[src/rtl/regfile_wb_arbiter.sv]
// Write-port arbiter for the 16x16 register file: two one-entry writeback buffers drained
// round-robin into registered write outputs. Define WB_FORWARD_EN to add pending-write forwarding.
module regfile_wb_arbiter #(
    parameter int ADDR_W = 4,
    parameter int DATA_W = 16
) (
    input  logic              CLK,
    input  logic              Reset,
    input  logic              Req0Valid,
    output logic              Req0Ready,
    input  logic [ADDR_W-1:0] Req0Reg,
    input  logic [DATA_W-1:0] Req0Data,
    input  logic              Req1Valid,
    output logic              Req1Ready,
    input  logic [ADDR_W-1:0] Req1Reg,
    input  logic [DATA_W-1:0] Req1Data,
    output logic              RegWre,
    output logic [ADDR_W-1:0] WriteReg,
    output logic [DATA_W-1:0] WriteData,
`ifdef WB_FORWARD_EN
    input  logic [ADDR_W-1:0] FwdAddr1,
    input  logic [ADDR_W-1:0] FwdAddr2,
    output logic              FwdHit1,
    output logic              FwdHit2,
    output logic [DATA_W-1:0] FwdData1,
    output logic [DATA_W-1:0] FwdData2,
`endif
    output logic              Busy
);
    typedef struct packed {
        logic              vld;
        logic [ADDR_W-1:0] regAddr;
        logic [DATA_W-1:0] data;
    } wbEntry_t;

    wbEntry_t [1:0]             bufQ, bufNext;
    logic [1:0]                 reqValid, reqReady, fill, drain;
    logic [1:0][ADDR_W-1:0]     reqReg;
    logic [1:0][DATA_W-1:0]     reqData;
    logic                       olderIdx, ageNext, rrPtr;
    logic                       grantVld, grantIdx;

    assign reqValid  = {Req1Valid, Req0Valid};
    assign reqReg    = {Req1Reg, Req0Reg};
    assign reqData   = {Req1Data, Req0Data};
    assign Req0Ready = reqReady[0];
    assign Req1Ready = reqReady[1];
    assign Busy      = bufQ[0].vld | bufQ[1].vld;

    // Grant is a function of buffer state only, so Ready never loops back through Valid.
    always_comb begin
        grantVld = Busy;
        grantIdx = bufQ[1].vld;
        if (bufQ[0].vld && bufQ[1].vld)
            grantIdx = (bufQ[0].regAddr == bufQ[1].regAddr) ? olderIdx : rrPtr;
    end

    for (genvar n = 0; n < 2; n++) begin : g_req
        assign drain[n]    = grantVld & (grantIdx == 1'(n));
        assign reqReady[n] = ~bufQ[n].vld | drain[n];
        assign fill[n]     = reqValid[n] & reqReady[n];
    end

    always_comb begin
        for (int n = 0; n < 2; n++) begin
            bufNext[n] = bufQ[n];
            if (drain[n])
                bufNext[n].vld = 1'b0;
            if (fill[n])
                bufNext[n] = '{vld: 1'b1, regAddr: reqReg[n], data: reqData[n]};
        end
        // A freshly filled buffer is younger than one that stays; a same-edge double fill ranks buffer 0 older.
        ageNext = olderIdx;
        if (fill[0] && fill[1])
            ageNext = 1'b0;
        else if (fill[0])
            ageNext = bufNext[1].vld;
        else if (fill[1])
            ageNext = ~bufNext[0].vld;
        else if (!(bufNext[0].vld && bufNext[1].vld))
            ageNext = bufNext[1].vld & ~bufNext[0].vld;
    end

    always_ff @(posedge CLK) begin
        if (Reset) begin
            bufQ      <= '0;
            olderIdx  <= 1'b0;
            rrPtr     <= 1'b0;
            RegWre    <= 1'b0;
            WriteReg  <= '0;
            WriteData <= '0;
        end else begin
            bufQ     <= bufNext;
            olderIdx <= ageNext;
            if (grantVld) begin
                rrPtr     <= ~grantIdx;
                RegWre    <= |bufQ[grantIdx].regAddr;  // r0 is hardwired zero: consume without writing
                WriteReg  <= bufQ[grantIdx].regAddr;
                WriteData <= bufQ[grantIdx].data;
            end else begin
                RegWre <= 1'b0;
            end
        end
    end

`ifdef WB_FORWARD_EN
    // Later checks override earlier ones: output reg, then older buffer, then younger buffer.
    function automatic logic [DATA_W:0] fwdLookup(
        input logic [ADDR_W-1:0] addr,
        input wbEntry_t [1:0]    b,
        input logic              older,
        input logic              wre,
        input logic [ADDR_W-1:0] wreg,
        input logic [DATA_W-1:0] wdata
    );
        logic [DATA_W:0] res;
        res = '0;
        if (addr != '0) begin
            if (wre && wreg == addr)
                res = {1'b1, wdata};
            if (b[older].vld && b[older].regAddr == addr)
                res = {1'b1, b[older].data};
            if (b[~older].vld && b[~older].regAddr == addr)
                res = {1'b1, b[~older].data};
        end
        return res;
    endfunction

    assign {FwdHit1, FwdData1} = fwdLookup(FwdAddr1, bufQ, olderIdx, RegWre, WriteReg, WriteData);
    assign {FwdHit2, FwdData2} = fwdLookup(FwdAddr2, bufQ, olderIdx, RegWre, WriteReg, WriteData);
`endif
endmodule

[config.mk]
export PLATFORM = sky130hd
export DESIGN_NAME = regfile_wb_arbiter
export DESIGN_NICKNAME = d
export VERILOG_FILES = /design/src/rtl/regfile_wb_arbiter.sv
export SDC_FILE = /design/constraint.sdc
export NUM_CORES = 1
export LEC_CHECK = 0
export BUFFER_PORTS_ARGS = -buffer_cell sky130_fd_sc_hd__buf_2
export CAP_MARGIN = 20
export CORE_MARGIN = 10
export CORE_UTILIZATION = 54
export DETAILED_ROUTE_END_ITERATION = 8
export GPL_ROUTABILITY_DRIVEN = 0
export PLACE_DENSITY = 0.8
export SYNTH_ARGS = -nofsm -noshare
export SYNTH_HDL_FRONTEND = slang
export SYNTH_SLANG_ARGS = --single-unit
[constraint.sdc]
create_clock -name CLK -period 2.21 [get_ports CLK]
set_clock_uncertainty 0.05 [all_clocks]
set_input_delay 0.3315 -clock CLK [delete_from_list [all_inputs] [get_ports CLK]]
set_output_delay 0.3315 -clock CLK [all_outputs]
set_load 0.005 [all_outputs]
==> results.rst, run 1 <==
.. list-table::
   :header-rows: 1

   * - Metric
     - Value
   * - Result of the run
     - finished with violations
   * - Violated checks
     - setup timing
   * - Ys async rst share
     - 0
   * - Count of non-filler cells in the finished layout
     - 522
   * - Die span in y
     - 96.82 µm
   * - Pin count of the biggest net entering global routing
     - 67
   * - Most frequent standard cell in the layout excluding fill and tap cells
     - nor2_1
   * - Clock input transition at the sequential cells of the worst setup and hold paths
     - 0.07 ns
   * - Post-route fraction of the period consumed by the critical path
     - 1.083
   * - Required time of the critical path
     - 1.83 ns
   * - Slew at the pin closest to its max-slew limit
     - 0.4638 ns
   * - Setup repair after global routing missed its margin
     - yes
   * - Initial antenna violation count
     - 0
   * - Number of rows in the core area
     - 27
   * - Number of flops mapped to enable cells by yosys
     - 0
   * - Number of antenna repair diodes
     - 0
   * - CP Class
     - flop to output port
   * - Core Box Area
     - 0.005608 mm²
   * - Depth of the worst register-to-register path
     - 7
   * - Number of detailed-route iterations in the first pass
     - 4
   * - TritonCTS clock tree
     - yes
   * - PD cells
     - 739.3 mW/mm²
   * - Ports
     - 68
   * - Layout filler cell count
     - 429
   * - Final Worst Setup Slack
     - -0.1839 ns
   * - Seq/Total Area, Yosys
     - 0.4083
   * - Instance count after placement with tap cells included
     - 495
   * - Number of setup violations in the final report
     - 25
   * - Overall die area
     - 0.009374 mm²
   * - Vias in the first global route
     - 2,799
   * - Average wire length per cell after detail routing
     - 16.78 µm
   * - Netlist area before placement
     - 0.003187 mm²
   * - Yosys synthesis warning count
     - 0
   * - CTS Buf Count
     - 9
   * - Number of sinks driven by the clock tree
     - 65
   * - Number of cells on the worst hold path
     - 3
   * - Iter 0 DRT Violations
     - 185
   * - Initial Util
     - 0.5683
   * - Syn_nets
     - 411
   * - Shortest clock period the worst path allows after layout
     - 2.394 ns
   * - Max-cap violations
     - 0
   * - Worst vdd rail ir drop
     - 0.4157 mV
   * - Achievable frequency
     - 417.7 MHz
   * - Area overhead of the layout relative to synthesis
     - 27.80%
   * - Hold violation count in the final report
     - 0
   * - Hold Crit Class
     - input pin to flop
   * - Vias per Instance
     - 5.511
   * - Type of origin of the critical path
     - flop
   * - Post-Syn Area per Cell
     - 8.683 µm²
   * - Start point of the worst hold path
     - Req0Data[4]
   * - Largest fanout on the critical path
     - 4
   * - Largest buffer count on any clock path
     - 2
   * - Register area
     - 0.001306 mm²
   * - CTS H-Tree Depth
     - 3
   * - Reg2Reg Launch Point
     - bufQ[39]
   * - Worst setup slack for register-to-register paths
     - -0.10 ns
   * - Clock Root Buffer
     - clkbuf_8
   * - Commonest register cell after synthesis
     - dfxtp_1
   * - Highest-count cells in the layout ignoring fill and taps
     - nor2_1, buf_2, dfxtp_1
   * - Drt drc
     - 0
   * - Drt total wl
     - 8759 µm
   * - Post-Syn Instances
     - 367
   * - Global-route congestion overflow total
     - 0
   * - Endpoint class of the critical path
     - output port
   * - Port bufs
     - 67
   * - Data arrival time at the worst-slack endpoint
     - 2.01 ns
   * - Post-DP HPWL
     - 5415 µm
   * - Die width
     - 96.82 µm
   * - Leakage power total
     - 1.830 nW
   * - Max-slew violations
     - 0
   * - Unique cell type count in the Yosys netlist
     - 30
   * - Endpoint of the worst register-to-register path
     - bufQ[23]
   * - DRT antenna net count
     - 0
   * - Total track usage
     - 0.1705
   * - Later-pin clock latency in the skew report
     - 0.34 ns
   * - Number of storage elements in the synthesis netlist
     - 65
   * - Detailed-route via count
     - 2,877
   * - Share of final-layout standard cells stronger than drive strength 1
     - 0.3378
   * - Max-slew headroom at the worst pin
     - 0.6908
   * - Area taken by multi-input logic gates
     - 0.001722 mm²
   * - Worst hold endpoint
     - bufQ[4]
   * - PnR Total Power
     - 3.011 mW
   * - Fin Hold WS
     - 0.1688 ns
   * - Number of nets in the layout
     - 489
   * - Global-route wire length before repair
     - 13,520 µm
[layout make-up]
| class | instances | area share |
|---|---|---|
| flip-flops and latches | 65 | 0.3207 |
| clock buffers | 12 | 0.04055 |
| repair buffers | 97 | 0.1613 |
| multi-input cells | 250 | 0.4227 |
| well taps | 72 | 0.02212 |
| clock inverters | 4 | 0.01229 |
| inverters | 22 | 0.02028 |
[synthesized netlist by cell type, types with 2 or more instances]
library cell | number | area share
nand3_1 | 2 | 0.0031
xor2_1 | 4 | 0.011
buf_6 | 2 | 0.0071
inv_1 | 22 | 0.026
dfxtp_1 | 65 | 0.41
or2_2 | 2 | 0.0039
o21ai_0 | 20 | 0.031
nor2_1 | 102 | 0.12
mux2i_1 | 40 | 0.13
clkbuf_1 | 19 | 0.022
buf_4 | 6 | 0.014
a311oi_1 | 2 | 0.0055
buf_1 | 3 | 0.0035
a311oi_2 | 18 | 0.085
a21oi_1 | 23 | 0.036
nor3b_1 | 20 | 0.047
o41ai_1 | 4 | 0.011
[cell families after synthesis]
| family | after synthesis | share of synthesized area |
|---|---|---|
| xor gates and xnor gates | 4 | 0.01099 |
| AOI/OAI and AO/OA | 72 | 0.1841 |
| and+or+nand+nor | 133 | 0.1908 |
| buffers and inverters | 52 | 0.07303 |
| muxes | 41 | 0.1327 |
| DFF | 65 | 0.4083 |
[how the worst max path moves through the flow]
stage               startpoint            end  slack [ns]  depth (start not counted)
floorplan             bufQ[17]      Req1Ready        0.20                          5
global placement      bufQ[17]      Req0Ready        0.07                          5
detailed placement    bufQ[17]  WriteData[15]        0.02                          6
CTS                   bufQ[18]      Req0Ready       -0.19                          5
global route          bufQ[39]      Req0Ready       -0.24                          5
finish                bufQ[39]      Req0Ready       -0.18                          5
[worst max-delay path, cell delays in order, from the launching register on]
cell and delay (ns):
dfxtp_2 0.34, xor2_2 0.18, or4_4 0.57, mux2i_4 0.22, or2_4 0.25, buf_6 0.12
[what timing repair did]
item / CTS / global route
gates resized for setup: 6 / 27
pin swaps: 2 / 3
hold endpoints to repair: 0 / 0
gates cloned: 1 / 3
hold buffers: 0 / 0
buffers inserted: 6 / 2
setup endpoints to repair: 3 / 53
[per-layer routing]
metal	share of wire	global-route usage	wire, µm	vias up
li1	-	-	-	1410
met1	0.44	0.2005	3867	1367
met2	0.48	0.2771	4214	84
met3	0.059	0.05181	520	16
met4	0.018	0.07779	157	0
met5	0	0	0	-
[stage by stage]
stage / TNS (ns) / util / instance area [µm²] / worst slack [ns]
final: -1.335 / 0.7262 / 4073 / -0.1839
after floorplan: 0 / - / 3187 / 0.2038
after CTS: -0.4430 / 0.6995 / 3923 / -0.1879
after global placement: 0 / 0.6493 / 3641 / 0.07206
after global routing: -4.737 / 0.7262 / 4073 / -0.2415
after detailed placement: 0 / 0.6493 / 3641 / 0.02320
[sequential cells by signal (all words and copies together), names as in the netlist]
register	flops
bufQ	42
WriteData	16
olderIdx	1
RegWre	1
rrPtr	1
WriteReg	4
[power breakdown]
part	switching (mW)	total [mW]	internal, mW	leakage [nW]
registers	0.0631	1.32	1.26	0.538
logic	0.320	0.605	0.284	1.19
clock network	0.471	1.08	0.611	0.105
total	0.855	3.01	2.16	1.83
Power figures use the tool's default switching activity.
==> run 2: changes to the inputs <==
--- a/config.mk
+++ b/config.mk
@@ -7,8 +7,11 @@
 export LEC_CHECK = 0
 export BUFFER_PORTS_ARGS = -buffer_cell sky130_fd_sc_hd__buf_2
 export CAP_MARGIN = 20
+export CELL_PAD_IN_SITES_DETAIL_PLACEMENT = 0
+export CELL_PAD_IN_SITES_GLOBAL_PLACEMENT = 1
 export CORE_MARGIN = 10
-export CORE_UTILIZATION = 54
+export CORE_UTILIZATION = 40
+export CTS_CLUSTER_DIAMETER = 40
 export DETAILED_ROUTE_END_ITERATION = 8
 export GPL_ROUTABILITY_DRIVEN = 0
 export PLACE_DENSITY = 0.8
==> results.rst, run 2 (synthesis results as in run 1) <==
.. list-table::
   :header-rows: 1

   * - Metric
     - Value
   * - Start point of the worst hold path
     - Req0Data[6]
   * - Reg with most FFs
     - bufQ
   * - Number of flip-flops under the largest register name
     - 42 (unchanged)
   * - Worst hold endpoint
     - bufQ[6]
   * - Post-route fraction of the period consumed by the critical path
     - 1.091 (+0.007937)
   * - Final Worst Setup Slack
     - -0.2015 ns (-0.01754 ns)
   * - Largest buffer count on any clock path
     - 2 (unchanged)
   * - Critical-path cell list
     - xor2_2 -> or4_4 -> mux2i_4 -> buf_6 -> nand3_4 -> buf_6
   * - Iter 0 DRT Violations
     - 104 (-44%)
   * - Port bufs
     - 67 (unchanged)
   * - Number of detailed-route iterations in the first pass
     - 4 (unchanged)
   * - Die span in y
     - 109.3 µm (+13%)
   * - Reg2Reg Launch Point
     - bufQ[39]
   * - CP Class
     - flop to output port
   * - Worst setup slack for register-to-register paths
     - -0.01 ns (+0.09 ns)
   * - CTS H-Tree Depth
     - 3 (unchanged)
   * - Hold Crit Class
     - input pin to flop
   * - Number of sinks driven by the clock tree
     - 65 (unchanged)
   * - Share of final-layout standard cells stronger than drive strength 1
     - 0.3326 (-0.005179)
   * - Clock input transition at the sequential cells of the worst setup and hold paths
     - 0.07 ns (about the same)
   * - Final core utilization
     - 0.5366 (-0.1896)
   * - Crit-path most repeated cell
     - buf_6
   * - Detailed-route via count
     - 2,798 (-2.7%)
   * - Number of rows in the core area
     - 32 (+19%)
   * - Vias per Instance
     - 5.032 (-8.7%)
   * - CTS Buf Count
     - 9 (unchanged)
   * - Type of origin of the critical path
     - flop
   * - Leakage power total
     - 1.860 nW (+1.6%)
   * - Required time of the critical path
     - 1.83 ns (about the same)
   * - Overall die area
     - 0.01194 mm² (+27%)
   * - Hold violation count in the final report
     - 0 (unchanged)
   * - Result of the run
     - finished with violations
   * - Setup repair after global routing missed its margin
     - yes
   * - Die width
     - 109.3 µm (+13%)
   * - Max-slew violations
     - 0 (unchanged)
   * - Total track usage
     - 0.1425 (-0.02798)
   * - Setup Slack @ Placement
     - 0.04307 ns (+0.01987 ns)
   * - Max-slew headroom at the worst pin
     - 0.7596 (+0.06880)
   * - Fin Hold WS
     - 0.1684 ns (-0.0003670 ns)
   * - Crit-path max cell delay
     - 0.57 ns (about the same)
   * - Largest registers
     - bufQ x42, WriteData x16, WriteReg x4
   * - Slew at the pin closest to its max-slew limit
     - 0.3560 ns (-0.1079 ns)
   * - Max-cap violations
     - 0 (unchanged)
   * - Number of cells on the worst hold path
     - 3 (unchanged)
   * - Pin count of the biggest net entering global routing
     - 67 (unchanged)
   * - Area overhead of the layout relative to synthesis
     - 30.11%
   * - Post-DP HPWL
     - 5470 µm (+1.0%)
   * - Worst vdd rail ir drop
     - 0.4754 mV (+14%)
   * - Initial antenna violation count
     - 0 (unchanged)
   * - Drt drc
     - 0 (unchanged)
   * - Global-route congestion overflow total
     - 0 (unchanged)
   * - Vias in the first global route
     - 2,789 (-0.36%)
   * - TritonCTS clock tree
     - yes
   * - DRT antenna net count
     - 0 (unchanged)
   * - Highest-count cells in the layout ignoring fill and taps
     - nor2_1, buf_2, dfxtp_1
   * - Number of antenna repair diodes
     - 0 (unchanged)
   * - Hold Buf Count CTS
     - 0 (unchanged)
   * - Most frequent standard cell in the layout excluding fill and tap cells
     - nor2_1
   * - Slowest cell on crit path
     - or4_4
   * - Largest fanout on the critical path
     - 4 (unchanged)
   * - Clock Root Buffer
     - clkbuf_8
   * - Average wire length per cell after detail routing
     - 15.38 µm (-8.4%)
   * - Later-pin clock latency in the skew report
     - 0.34 ns (about the same)
   * - Number of nets in the layout
     - 493 (+0.82%)
   * - Initial Util
     - 0.4124 (-0.1559)
   * - Data arrival time at the worst-slack endpoint
     - 2.03 ns (+0.02 ns)
   * - Number of setup violations in the final report
     - 3 (-88%)
   * - Shortest clock period the worst path allows after layout
     - 2.411 ns (+0.01754 ns)
   * - Core Box Area
     - 0.007727 mm² (+38%)
   * - PD cells
     - 689.8 mW/mm² (-6.7%)
   * - Endpoint of the worst register-to-register path
     - bufQ[21]
   * - Endpoint class of the critical path
     - output port
   * - PnR Total Power
     - 2.860 mW (-5.0%)
   * - Global-route wire length before repair
     - 13,660 µm (+1.1%)
   * - Violated checks
     - setup timing
   * - Achievable frequency
     - 414.7 MHz (-0.73%)
   * - Drt total wl
     - 8550 µm (-2.4%)
   * - Depth of the worst register-to-register path
     - 8 (+1)
   * - Ports
     - 68 (unchanged)
## run 2: changes by cell type in the layout (fill, tap and decap cells not counted), moves of 2 or more
cell	before	now
buf_4	20	23
clkbuf_1	0	2
clkbuf_16	1	3
buf_12	4	6
clkinv_2	1	3
nor3b_2	9	6
nor3b_1	11	14
clkinvlp_4	2	0
## run 2: through the flow
step | cells | TNS (ns) | area, µm²
6_report | 556 | -0.4082 | 4146
4_1_cts | 549 | -0.3694 | 3978
3_5_place_dp | 527 | 0 | 3719
2_1_floorplan | 367 | 0 | 3187
5_1_grt | 556 | -1.841 | 4146
3_3_place_gp | 527 | 0 | 3719
## run 2: critical path, delay by kind of cell, from the launching register on
family                    cells  cell delay (ns)
and+or+nand+nor               2             0.65
buffers and inverters         2             0.28
DFF                           1             0.34
xor gates and xnor gates      1             0.17
muxes                         1             0.25
## run 2: worst max-delay path by stage
stage,startpoint,to,slack (ns),cells past startpoint
2_1_floorplan,bufQ[17],Req1Ready,0.20,5
6_report,bufQ[39],Req1Ready,-0.20,6
3_3_place_gp,bufQ[17],Req0Ready,0.07,5
5_1_grt,bufQ[16],Req0Ready,-0.26,5
4_1_cts,bufQ[39],Req0Ready,-0.19,5
3_5_place_dp,bufQ[17],Req0Ready,0.04,5
## run 2: metal layers
layer | wire length (µm) | part of all wire | vias up | GRT usage
met5 | 0 | 0 | - | 0
li1 | - | - | 1417 | -
met3 | 507 | 0.059 | 9 | 0.05605
met2 | 4041 | 0.47 | 56 | 0.2215
met1 | 3893 | 0.46 | 1316 | 0.1769
met4 | 107 | 0.013 | 0 | 0.04647
## run 2: layout make-up
class | count | area, µm²
fill | 742 | 3581
clock buffer | 13 | 158.9
timing repair buffer | 101 | 738.2
inverter | 22 | 82.58
tap | 102 | 127.6
sequential | 65 | 1306
clock inverter | 3 | 15.01
multi-input combinational | 250 | 1718
## run 2: where the power goes
part	leakage, nW	internal, mW	switching (mW)
combinational	1.23	0.305	0.314
clock	0.0932	0.464	0.454
sequential	0.538	1.26	0.0631
total	1.86	2.03	0.831
## run 2: repair_timing
action,in CTS,in global routing
resized for setup,9,14
hold endpoints to repair,0,0
gates cloned,0,3
setup buffers,6,4
endpoints found under the setup margin,2,49
pin swaps,2,2
==> run 3: changes to the inputs <==
--- a/config.mk
+++ b/config.mk
@@ -6,7 +6,6 @@
 export NUM_CORES = 1
 export LEC_CHECK = 0
 export BUFFER_PORTS_ARGS = -buffer_cell sky130_fd_sc_hd__buf_2
-export CAP_MARGIN = 20
 export CELL_PAD_IN_SITES_DETAIL_PLACEMENT = 0
 export CELL_PAD_IN_SITES_GLOBAL_PLACEMENT = 1
 export CORE_MARGIN = 10
@@ -15,6 +14,7 @@
 export DETAILED_ROUTE_END_ITERATION = 8
 export GPL_ROUTABILITY_DRIVEN = 0
 export PLACE_DENSITY = 0.8
+export SKIP_CTS_REPAIR_TIMING = 1
 export SYNTH_ARGS = -nofsm -noshare
 export SYNTH_HDL_FRONTEND = slang
 export SYNTH_SLANG_ARGS = --single-unit
==> results.rst, run 3 (synthesis results as in run 1) <==
.. list-table::
   :header-rows: 1

   * - Metric
     - Value
   * - Result of the run
     - finished with violations
   * - Violated checks
     - setup timing
   * - Number of flip-flops under the largest register name
     - 42 (unchanged)
   * - Max-slew violations
     - 0 (unchanged)
   * - Global-route congestion overflow total
     - 0 (unchanged)
   * - Max-cap violations
     - 0 (unchanged)
   * - Largest fanout on the critical path
     - 4 (unchanged)
   * - Number of antenna repair diodes
     - 0 (unchanged)
   * - Drt drc
     - 0 (unchanged)
   * - Leakage power total
     - 1.804 nW (-3.0%)
   * - Total track usage
     - 0.1405 (-0.001945)
   * - Final Worst Setup Slack
     - -0.1881 ns (+0.01342 ns)
   * - PD cells
     - 697.7 mW/mm² (+1.1%)
   * - Drt total wl
     - 8215 µm (-3.9%)
   * - Number of sinks driven by the clock tree
     - 65 (unchanged)
   * - Worst vdd rail ir drop
     - 0.4621 mV (-2.8%)
   * - Initial antenna violation count
     - 0 (unchanged)
   * - Number of cells on the worst hold path
     - 3 (unchanged)
   * - Global-route wire length before repair
     - 13,480 µm (-1.4%)
   * - Reg with most FFs
     - bufQ
   * - Post-route fraction of the period consumed by the critical path
     - 1.085 (-0.006071)
   * - Worst setup slack for register-to-register paths
     - -0.02 ns (about the same)
   * - Crit-path max cell delay
     - 0.57 ns (about the same)
   * - Data arrival time at the worst-slack endpoint
     - 2.02 ns (about the same)
   * - Slew at the pin closest to its max-slew limit
     - 0.3600 ns (+0.004061 ns)
   * - Endpoint class of the critical path
     - output port
   * - Core Box Area
     - 0.007727 mm² (unchanged)
   * - Area overhead of the layout relative to synthesis
     - 26.34%
   * - Pin count of the biggest net entering global routing
     - 67 (unchanged)
   * - Post-DP Area
     - 0.003719 mm² (unchanged)
   * - Max-slew headroom at the worst pin
     - 0.7594 (about the same)
   * - Slowest cell on crit path
     - or4_4
   * - Hold violation count in the final report
     - 0 (unchanged)
   * - Shortest clock period the worst path allows after layout
     - 2.398 ns (-0.01342 ns)
   * - Die span in y
     - 109.3 µm (unchanged)
   * - CTS H-Tree Depth
     - 3 (unchanged)
   * - TritonCTS clock tree
     - yes
   * - Iter 0 DRT Violations
     - 46 (-56%)
   * - Largest buffer count on any clock path
     - 2 (unchanged)
   * - Start point of the worst hold path
     - Req0Data[10]
   * - CTS Buf Count
     - 9 (unchanged)
   * - Largest registers
     - bufQ x42, WriteData x16, WriteReg x4
   * - Hold Crit Class
     - input pin to flop
   * - Highest-count cells in the layout ignoring fill and taps
     - nor2_1, buf_2, dfxtp_1
   * - Reg2Reg Launch Point
     - bufQ[40]
   * - Vias in the first global route
     - 2,749 (-1.4%)
   * - Critical-path cell list
     - xor2_2 -> or4_4 -> mux2i_4 -> or2_4 -> buf_6
   * - Die width
     - 109.3 µm (unchanged)
   * - Post-DP HPWL
     - 5470 µm (unchanged)
   * - Share of final-layout standard cells stronger than drive strength 1
     - 0.3229 (-0.009659)
   * - Achievable frequency
     - 417.0 MHz (+0.56%)
   * - Number of nets in the layout
     - 488 (-1.0%)
   * - Clock Root Buffer
     - clkbuf_8
   * - Overall die area
     - 0.01194 mm² (unchanged)
   * - Final instance area
     - 0.004026 mm² (-2.9%)
   * - DRT antenna net count
     - 0 (unchanged)
   * - Ports
     - 68 (unchanged)
   * - Depth of the worst register-to-register path
     - 9 (+1)
   * - Vias per Instance
     - 4.991 (-0.82%)
   * - Type of origin of the critical path
     - flop
   * - CP Class
     - flop to output port
   * - Most frequent standard cell in the layout excluding fill and tap cells
     - nor2_1
   * - Detailed-route via count
     - 2,750 (-1.7%)
   * - Initial Util
     - 0.4124 (unchanged)
   * - Average wire length per cell after detail routing
     - 14.91 µm (-3.0%)
   * - Required time of the critical path
     - 1.83 ns (about the same)
   * - Number of setup violations in the final report
     - 13 (+10)
   * - Port bufs
     - 67 (unchanged)
   * - Final core utilization
     - 0.5210 (-0.01554)
   * - Worst hold endpoint
     - bufQ[10]
   * - Endpoint of the worst register-to-register path
     - bufQ[0]
   * - Clock input transition at the sequential cells of the worst setup and hold paths
     - 0.07 ns (about the same)
   * - Setup repair after global routing missed its margin
     - yes
   * - Number of detailed-route iterations in the first pass
     - 4 (unchanged)
   * - Fin Hold WS
     - 0.1719 ns (+0.003500 ns)
   * - Number of rows in the core area
     - 32 (unchanged)
   * - Later-pin clock latency in the skew report
     - 0.34 ns (about the same)
-- run 3: how the worst max path moves through the flow --
stage	start	endpoint	slack (ns)	depth (start not counted)
finish	bufQ[40]	Req0Ready	-0.19	5
global route	bufQ[40]	Req0Ready	-0.25	5
CTS	bufQ[17]	Req0Ready	-0.35	5
detailed placement	bufQ[17]	Req0Ready	0.04	5
global placement	bufQ[17]	Req0Ready	0.07	5
floorplan	bufQ[17]	Req1Ready	0.20	5
-- run 3: routing by layer --
| layer | vias to the layer above | global-route usage | wire, µm |
|---|---|---|---|
| li1 | 1404 | - | - |
| met1 | 1283 | 0.1759 | 3775 |
| met2 | 57 | 0.2194 | 3845 |
| met3 | 6 | 0.05605 | 517 |
| met4 | 0 | 0.03903 | 76 |
| met5 | - | 0 | 0 |
-- run 3: layout make-up --
type / instances / area (µm²)
Sequential cell: 65 / 1306
Fill cell: 754 / 3701
Tap cell: 102 / 127.6
Inverter: 22 / 82.58
Timing Repair Buffer: 96 / 630.6
Clock buffer: 13 / 158.9
Multi-Input combinational cell: 250 / 1705
Clock inverter: 3 / 15.01
-- run 3: power by group --
group | internal (mW) | total (mW) | switching [mW]
logic | 0.275 | 0.575 | 0.300
clock network | 0.464 | 0.911 | 0.447
registers | 1.26 | 1.32 | 0.0631
total | 2.00 | 2.81 | 0.809
-- run 3: through the flow --
step | cells | setup WS [ns] | setup TNS (ns) | power [mW]
after floorplan | 367 | 0.2038 | 0 | 1.700
after global placement | 527 | 0.06502 | 0 | 1.876
after detailed placement | 527 | 0.04307 | 0 | 1.889
after CTS | 543 | -0.3452 | -0.5970 | 2.814
after global routing | 551 | -0.2542 | -2.431 | 2.978
final | 551 | -0.1881 | -0.4432 | 2.809
-- run 3: critical path, delay by kind of cell (launching register included) --
kind	cells	cell delay, ns
muxes	1	0.22
xor gates and xnor gates	1	0.19
and+or+nand+nor	2	0.82
DFF	1	0.34
buffers and inverters	1	0.12
